$ cat config.mk
export PLATFORM = sky130hd
export DESIGN_NAME = regfile_sb
export DESIGN_NICKNAME = d
export VERILOG_FILES = /design/src/rtl/regfile_pkg.sv /design/src/rtl/regfile_scoreboard.sv /design/src/rtl/regfile_sb.sv
export SDC_FILE = /design/constraint.sdc
export NUM_CORES = 2
export LEC_CHECK = 0
export CORE_MARGIN = 5
export CORE_UTILIZATION = 50
export CTS_BUF_LIST = sky130_fd_sc_hd__clkbuf_16
export DETAILED_ROUTE_END_ITERATION = 7
export DONT_BUFFER_PORTS = 1
export GPL_ROUTABILITY_DRIVEN = 0
export PLACE_DENSITY_LB_ADDON = 0.15
export RECOVER_POWER = 50
export SLEW_MARGIN = 20
export SYNTH_ARGS = -nofsm -noshare
export SYNTH_HDL_FRONTEND = slang
export SYNTH_SLANG_ARGS = --single-unit
$ cat constraint.sdc
create_clock -name clk -period 48.2 [get_ports clk]
set_input_delay 9.64 -clock clk [delete_from_list [all_inputs] [get_ports clk]]
set_output_delay 9.64 -clock clk [all_outputs]
set_load 0.01 [all_outputs]
$ cat src/rtl/regfile_pkg.sv
// Shared defaults and helpers for the scoreboarded register file.
package regfile_pkg;

   localparam int unsigned XLEN_DEF = 32;
   localparam int unsigned NREG_DEF = 32;
   localparam int unsigned ZERO_REG = 0;

   // Address width needed to index n registers
   function automatic int unsigned addr_width(input int unsigned n);
      return $clog2(n);
   endfunction

endpackage

$ cat src/rtl/regfile_scoreboard.sv
// Per-register pending bits: flush beats issue, issue beats writeback clear.
module regfile_scoreboard
   import regfile_pkg::*;
#(
   parameter int unsigned NREG = NREG_DEF,
   parameter int unsigned AW   = addr_width(NREG_DEF)
) (
   input  logic            clk,
   input  logic            rst,
   input  logic            i_iss_en,
   input  logic [AW-1:0]   i_iss_addr,
   input  logic            i_flush,
   input  logic [NREG-1:0] i_clr_vec,
   output logic [NREG-1:0] o_busy_vec
);

   logic [NREG-1:0] r_pend;
   logic [NREG-1:0] w_pend_nxt;

   // Next pending state with flush > issue > clear > hold; register 0 never pending
   always_comb begin
      w_pend_nxt = r_pend;
      for (int unsigned r = 0; r < NREG; r++) begin
         if (i_flush)
            w_pend_nxt[r] = 1'b0;
         else if (i_iss_en && (i_iss_addr == AW'(r)))
            w_pend_nxt[r] = 1'b1;
         else if (i_clr_vec[r])
            w_pend_nxt[r] = 1'b0;
      end
      w_pend_nxt[ZERO_REG] = 1'b0;
   end

   // Pending flops, cleared asynchronously on reset
   always_ff @(posedge clk or posedge rst) begin
      if (rst) r_pend <= '0;
      else     r_pend <= w_pend_nxt;
   end

   assign o_busy_vec = r_pend;

endmodule

$ cat src/rtl/regfile_sb.sv
// Multi-port register file with same-cycle write bypass and pending scoreboard.
module regfile_sb
   import regfile_pkg::*;
#(
   parameter  int unsigned XLEN = XLEN_DEF,
   parameter  int unsigned NREG = NREG_DEF,
   parameter  int unsigned NRD  = 2,
   parameter  int unsigned NWR  = 2,
   localparam int unsigned AW   = addr_width(NREG)
) (
   input  logic                 clk,
   input  logic                 rst,
   input  logic [NRD*AW-1:0]    rd_addr,
   output logic [NRD*XLEN-1:0]  rd_data,
   output logic [NRD-1:0]       rd_ready,
   input  logic [NWR-1:0]       wr_en,
   input  logic [NWR*AW-1:0]    wr_addr,
   input  logic [NWR*XLEN-1:0]  wr_data,
   input  logic                 iss_en,
   input  logic [AW-1:0]        iss_addr,
   input  logic                 flush,
   output logic [NREG-1:0]      busy_vec
);

   logic [XLEN-1:0] r_rf [NREG];
   logic [NREG-1:0] w_wr_hit;
   logic [XLEN-1:0] w_wr_val [NREG];

   // Per-register write decode; later ports overwrite earlier ones so the highest index wins
   always_comb begin
      w_wr_hit = '0;
      for (int unsigned r = 0; r < NREG; r++) begin
         w_wr_val[r] = '0;
         for (int unsigned j = 0; j < NWR; j++) begin
            if (wr_en[j] && (wr_addr[j*AW +: AW] == AW'(r))) begin
               w_wr_hit[r] = 1'b1;
               w_wr_val[r] = wr_data[j*XLEN +: XLEN];
            end
         end
      end
   end

   // Array update; register 0 is never written so it stays at its reset value of zero
   always_ff @(posedge clk or posedge rst) begin
      if (rst) begin
         for (int unsigned r = 0; r < NREG; r++) r_rf[r] <= '0;
      end else begin
         for (int unsigned r = 0; r < NREG; r++) begin
            if (w_wr_hit[r] && (r != ZERO_REG)) r_rf[r] <= w_wr_val[r];
         end
      end
   end

   regfile_scoreboard #(
      .NREG (NREG),
      .AW   (AW)
   ) u_sb (
      .clk        (clk),
      .rst        (rst),
      .i_iss_en   (iss_en),
      .i_iss_addr (iss_addr),
      .i_flush    (flush),
      .i_clr_vec  (w_wr_hit),
      .o_busy_vec (busy_vec)
   );

   // Read ports: zero register, then bypass from the highest-index matching writer, then array
   always_comb begin
      logic [AW-1:0]   v_a;
      logic            v_hit;
      logic [XLEN-1:0] v_d;
      rd_data  = '0;
      rd_ready = '0;
      for (int unsigned i = 0; i < NRD; i++) begin
         v_a   = rd_addr[i*AW +: AW];
         v_hit = 1'b0;
         v_d   = r_rf[v_a];
         for (int unsigned j = 0; j < NWR; j++) begin
            if (wr_en[j] && (wr_addr[j*AW +: AW] == v_a)) begin
               v_hit = 1'b1;
               v_d   = wr_data[j*XLEN +: XLEN];
            end
         end
         if (v_a == AW'(ZERO_REG)) begin
            rd_data[i*XLEN +: XLEN] = '0;
            rd_ready[i]             = 1'b1;
         end else begin
            rd_data[i*XLEN +: XLEN] = v_d;
            rd_ready[i]             = ~busy_vec[v_a] | v_hit;
         end
      end
   end

endmodule

### Word level (Yosys, flattened, before mapping)

Index checks and enable logic that the tools add are counted.

| cells by class | value |
|---|---|
| $lt $le $gt $ge | 4 |
| equal/unequal tests | 97 |
| muxes and demuxes | 239 |
| bitwise operators | 6 |
| reductions and logical operators | 130 |

Operators with widths:

| kind | count |
|---|---|
| $mux 32 | 72 |
| $bmux 32 s5 | 2 |
| $eq 5x5->1 const B | 48 |
| $mux 1 | 163 |
| $eq 5x4->1 const B | 24 |
| $logic_and 1x1->1 | 97 |
| $reduce_bool 3->1 | 31 |
| $eq 5x3->1 const B | 12 |
| $eq 5x2->1 const B | 6 |
| $eq 5x5->1 | 4 |
| $eq 5x1->1 const B | 3 |
| $ge 6x6->1 const B | 2 |
| $lt 5x6->1 const B | 2 |
| $not 5->6 | 2 |
| $bmux 1 s5 | 2 |
| $logic_not 5->1 | 2 |
| $not 1->1 | 2 |
| $or 1x1->1 | 2 |

| word-level totals | value |
|---|---|
| register bits after elaboration | 1023 |
| input port bits | 95 |
| output and inout port bits | 98 |

### Logic depth before layout (Yosys ltp)

| depth | value |
|---|---|
| depth in word-level cells | 7 |
| mapped depth | 10 |

### Modules after synthesis

Synthesis repeated with hierarchy kept, for this count alone.

| unflattened totals | value |
|---|---|
| cells, all modules | 6847 |
| area, all modules | 66800.3 µm² |

By module, submodules not included:

| module | instances | cells each | area an instance (µm²) | sequential area each (µm²) |
|---|---|---|---|---|
| regfile_sb | 1 | 6719 | 65358.9 | 24823.8 |
| regfile_scoreboard | 1 | 128 | 1441.4 | 775.7 |

### Least setup slack after synthesis

No wires, ideal clock.

| timing path | value |
|---|---|
| path kind | input -> output |
| start | input port rd_addr[7] |
| end | output port rd_data[36] |
| arrival time | 11.256 ns |
| data required time | 38.560 ns |
| slack | 27.304 ns |
| stages | 8 |
| buffers on the path | 4 |
| path through | buf_2 > buf_2 > buf_2 > nand2_1 > buf_2 > o22ai_1 > nor3_1 > o41ai_1 |

| on the way | value |
|---|---|
| longest elaborated chain between the ends | 7 |
| elaborated cells between the ends (all ways) | 12 |
| classes of those cells | eq/ne: 2; mux: 6; bitwise: 1; reduce/logical: 3 |

RTL lines:

| item | line | text |
|---|---|---|
| from (decl) | regfile_sb.sv:13 | `input logic [NRD*AW-1:0] rd_addr,` |
| $not 5->6 (implied by the code) | regfile_sb.sv:77 | `v_d = r_rf[v_a];` |
| $bmux 32 s5 | regfile_sb.sv:77 |  |
| $mux 32 (implied by the code) (2 in a row) | regfile_sb.sv:77 |  |
| $mux 32 (2 in a row) | regfile_sb.sv:79 | `if (wr_en[j] && (wr_addr[j*AW +: AW] == v_a)) begin` |
| $mux 32 * | regfile_sb.sv:84 | `if (v_a == AW'(ZERO_REG)) begin` |
| to (decl) | regfile_sb.sv:14 | `output logic [NRD*XLEN-1:0] rd_data,` |

Mark *: on every way between the ends. The rest lies on a longest branch, timed or not. The select of a mux whose other input is x is not followed.

### Worst setup path in the final report

| timing path | value |
|---|---|
| start | input port rd_addr[5] |
| end | output port rd_data[63] |

Same word-level chain as after synthesis.

==> results.cfg <==
[run_status]
outcome = finished with violations
violations = max-capacitance violations, max-slew violations

[clocking]
root_buffer = clkbuf_16
htreeDepth = 3
cts.sinks = 1023
cts_hold_repair.buffers = 0
clock_latency_ps = 760
ctsResizeCount = 0
cts_tree = done
post_cts.repair.setup_buffers = 0
clock_tree.buffer_depth = 3
cts_inserted_buffers = 118
worst_setup_hold_path_clk_slew_ps = 60

[drt]
post-route-drc-count = 0
firstDrtPassIters = 6
drt.antenna.violating_nets = 0
route.final.wire_length_mm = 258
detail_route.iter0.violations = 6686
viasPerCell = 6.79
avgRoutedWirePerCell_um = 32.2
detailroute.via_count = 54400

[power_and_ir_drop]
netSwitchingFraction_pct = 31.2
net-switching-power_mw = 0.884
vdd.ir_drop.worst_mv = 0.0313
power-per-cell-area_nw_per_um2 = 40.6
cell_internal_pwr_mw = 1.95
leak_pwr_nw = 29.9
p_clk_share_pct = 32.2
comb_power_share_pct = 23.4
seq_power_share_pct = 44.5

[critical_path]
timing.critical_path.from = rd_addr[5]
critical_path_arrival_ps = 13790
critPathRequiredTime_ps = 38560
critPathMaxStageDelay_ps = 1190
worstReg2RegEnd = u_sb.o_busy_vec[4]
worst-path-max-fanout = 397
path_buf_inv = 1
worstPathCellList = xnor2_1 > and3_2 > nand2b_2 > o41ai_1 > buf_4
regToRegStartpoint = u_sb.o_busy_vec[4]
critPathTopFamily = simple AND/OR/NAND/NOR gates
setup.reg_to_reg.worst_slack_ps = 46990
worst_r2r_path_depth = 2
timing.critical_path.slowest_stage_cell = o41ai_1
critical_path.endpoint_type = output pin
start_kind = primary input
crit_end = rd_data[63]
critical_path_depth = 5
worstSetupPathType = primary input to output pin

[sta]
total_negative_slack_ps = 0
rsz0062_at_grt = no
worst_pin_slew_ps = 8480
maxClockFrequency_mhz = 42.7
count_of_endpoints_failing_setup_in_the_final_report = 0
worst_slew_margin_rel_pct = -465
fin_worst_skew_ps = 0
fin_crit_sh_pct = 48.6
timing.final.hold_violations = 0
slew_violations = 1947
fin_crit_ps = 23430

[finish]
areaGrowthSynthToFinish_pct = 4.58
finish.net_count = 6236
layoutNonFillerInstCount = 8011
share_of_cells_above_drive_strength_1_pct = 11.9

[worst_hold_path]
min-delay-path-class = flop to flop

[die]
start_util_pct = 50.2
dieWidth_um = 375
fp.coreArea_um2 = 133000
area_enclosed_by_the_die_boundary_um2 = 141000
placementRows = 134
top_level_i_o_count = 193
die_height_um = 375

[synth]
netlist_area_um2 = 66700
post_synthesis_mean_instance_area_um2 = 9.83
async_s_r_ff_share_synth_pct = 100
ys_seq_area_share_pct = 38.4
postSynthCellCount = 6790
mappedNetlistNets = 6885
synth.distinct_cells = 60
synth-warning-count = 32
synth-seq-cells = 1023
synth_enable_flop_cells = 0
synth_flop_cell = dfrtp_1

[placed_design]
dpl.cell_count = 7789
numPortBuffers = 0
hpwlAfterDp_mm = 144

[global_route]
grt_overflow_total = 0
grt.total_usage_pct = 35.5
grt_antenna_before_repair = 0
global_route_wire_length_before_repair_mm = 374
largest_net_degree_at_the_start_of_global_routing = 398
vias_in_the_first_global_route = 52700

[flow_run]
drv.max_cap_violation_count = 35
cell families (layout without fill, tap and decap cells):
| family | count (synthesis) | in the layout | share of synthesized area (%) |
|---|---|---|---|
| buffers and inverters | 860 | 311 | 5.85 |
| and+or+nand+nor | 1524 | 1524 | 9.63 |
| other | 1 | 3 | 0.00562 |
| DFF | 1023 | 1023 | 38.4 |
| muxes | 1814 | 1814 | 31.4 |
| xor gates and xnor gates | 20 | 20 | 0.263 |
| AOI/OAI and AO/OA | 1548 | 1548 | 14.5 |
power groups by stage:
stage	clock network (mW)	logic [mW]	registers, mW
final	0.911	0.662	1.26
after global routing	0.955	0.720	1.29
after CTS	0.920	0.652	1.25
after detailed placement	0	0.653	1.26
after global placement	0	0.636	1.25
after floorplan	0	0.567	1.22
cell usage after synthesis, drive strengths merged (64+ instances only):
cell | count | share of area (%)
buf | 305 | 2.7
nor2 | 600 | 3.4
clkbuf | 553 | 3.1
o21ai | 448 | 3.4
a221oi | 64 | 0.84
nand2 | 575 | 3.2
a21oi | 531 | 4.0
mux2 | 127 | 2.1
nor3 | 200 | 1.5
mux4 | 208 | 7.0
a32oi | 76 | 1.0
dfrtp | 1023 | 38
mux2i | 1479 | 22
o22ai | 256 | 2.4
nor2b | 76 | 0.72
metrics by stage:
step                      setup WS (ps)  instance area (um^2)  total power [mW]  hold slack [ps]  util, %
after floorplan                    9770                 66700              1.78              517        -
after global placement            25760                 66100              1.89              534     49.8
after detailed placement          25790                 66200              1.92              546     49.8
after CTS                         25800                 70000              2.82              559     52.6
after global routing              25490                 69800              2.96              582     52.5
final                             24770                 69800              2.83              556     52.5
how the worst min path moves through the flow:
stage / start / cells after the start / endpoint
after floorplan: r_rf[478] / 2 / r_rf[478]
final: r_rf[465] / 2 / r_rf[465]
after CTS: r_rf[465] / 2 / r_rf[465]
after global routing: r_rf[399] / 2 / r_rf[399]
after detailed placement: r_rf[465] / 2 / r_rf[465]
after global placement: r_rf[465] / 2 / r_rf[465]
worst min-delay path: cells and delay by family (launching register included):
kind | cells | cell delay [ps]
DFF | 1 | 360
AOI/OAI and AO/OA | 1 | 100
and+or+nand+nor | 1 | 50
flip-flops by register name (all words and copies together), names as in the netlist:
| register | count |
|---|---|
| u_sb.o_busy_vec | 31 |
| r_rf | 992 |
placed cells by master, fill, tap and decap left out, types with 12 or more instances in the layout:
master     netlist  layout
mux2i_1       1479    1479
dfrtp_1       1023    1023
nor2_1         593     588
nand2_1        575     557
a21oi_1        530     530
o21ai_0        448     448
o22ai_1        256     256
mux4_2         208     208
nor3_1         196     196
mux2_2         127     127
clkbuf_16        0     118
a32oi_1         76      76
nor2b_1         75      73
buf_4           71      70
a221oi_1        64      64
o41ai_2         49      50
a211oi_2        49      49
inv_1            2      33
a31oi_1         32      32
clkinv_2         0      24
clkinv_1         0      20
clkbuf_1       552      18
a211oi_1        14      14
bufinv_16        0      14
nand2b_1        21      12
nor2_4           0      12
xor2_1          12      12
o41ai_1         14      12
final cells by class:
| type | instances | area [um^2] |
|---|---|---|
| clock buffers | 118 | 2950 |
| flip-flops and latches | 1023 | 25600 |
| repair buffers | 89 | 613 |
| fillers | 11900 | 63200 |
| clock inverters | 102 | 866 |
| well taps | 1768 | 2210 |
| diodes | 2 | 5.00 |
| inverters | 2 | 8.76 |
| multi-input cells | 4907 | 37500 |
routing by layer:
layer | vias to the layer above | part of all wire [%] | GRT usage (%)
met3 | 795 | 11 | 10.5
li1 | 23400 | - | -
met5 | - | 0.028 | 0
met1 | 26900 | 39 | 45.7
met2 | 3330 | 44 | 53.7
met4 | 4 | 6.5 | 19.6
No activity file was read; power rests on OpenSTA's default activity.
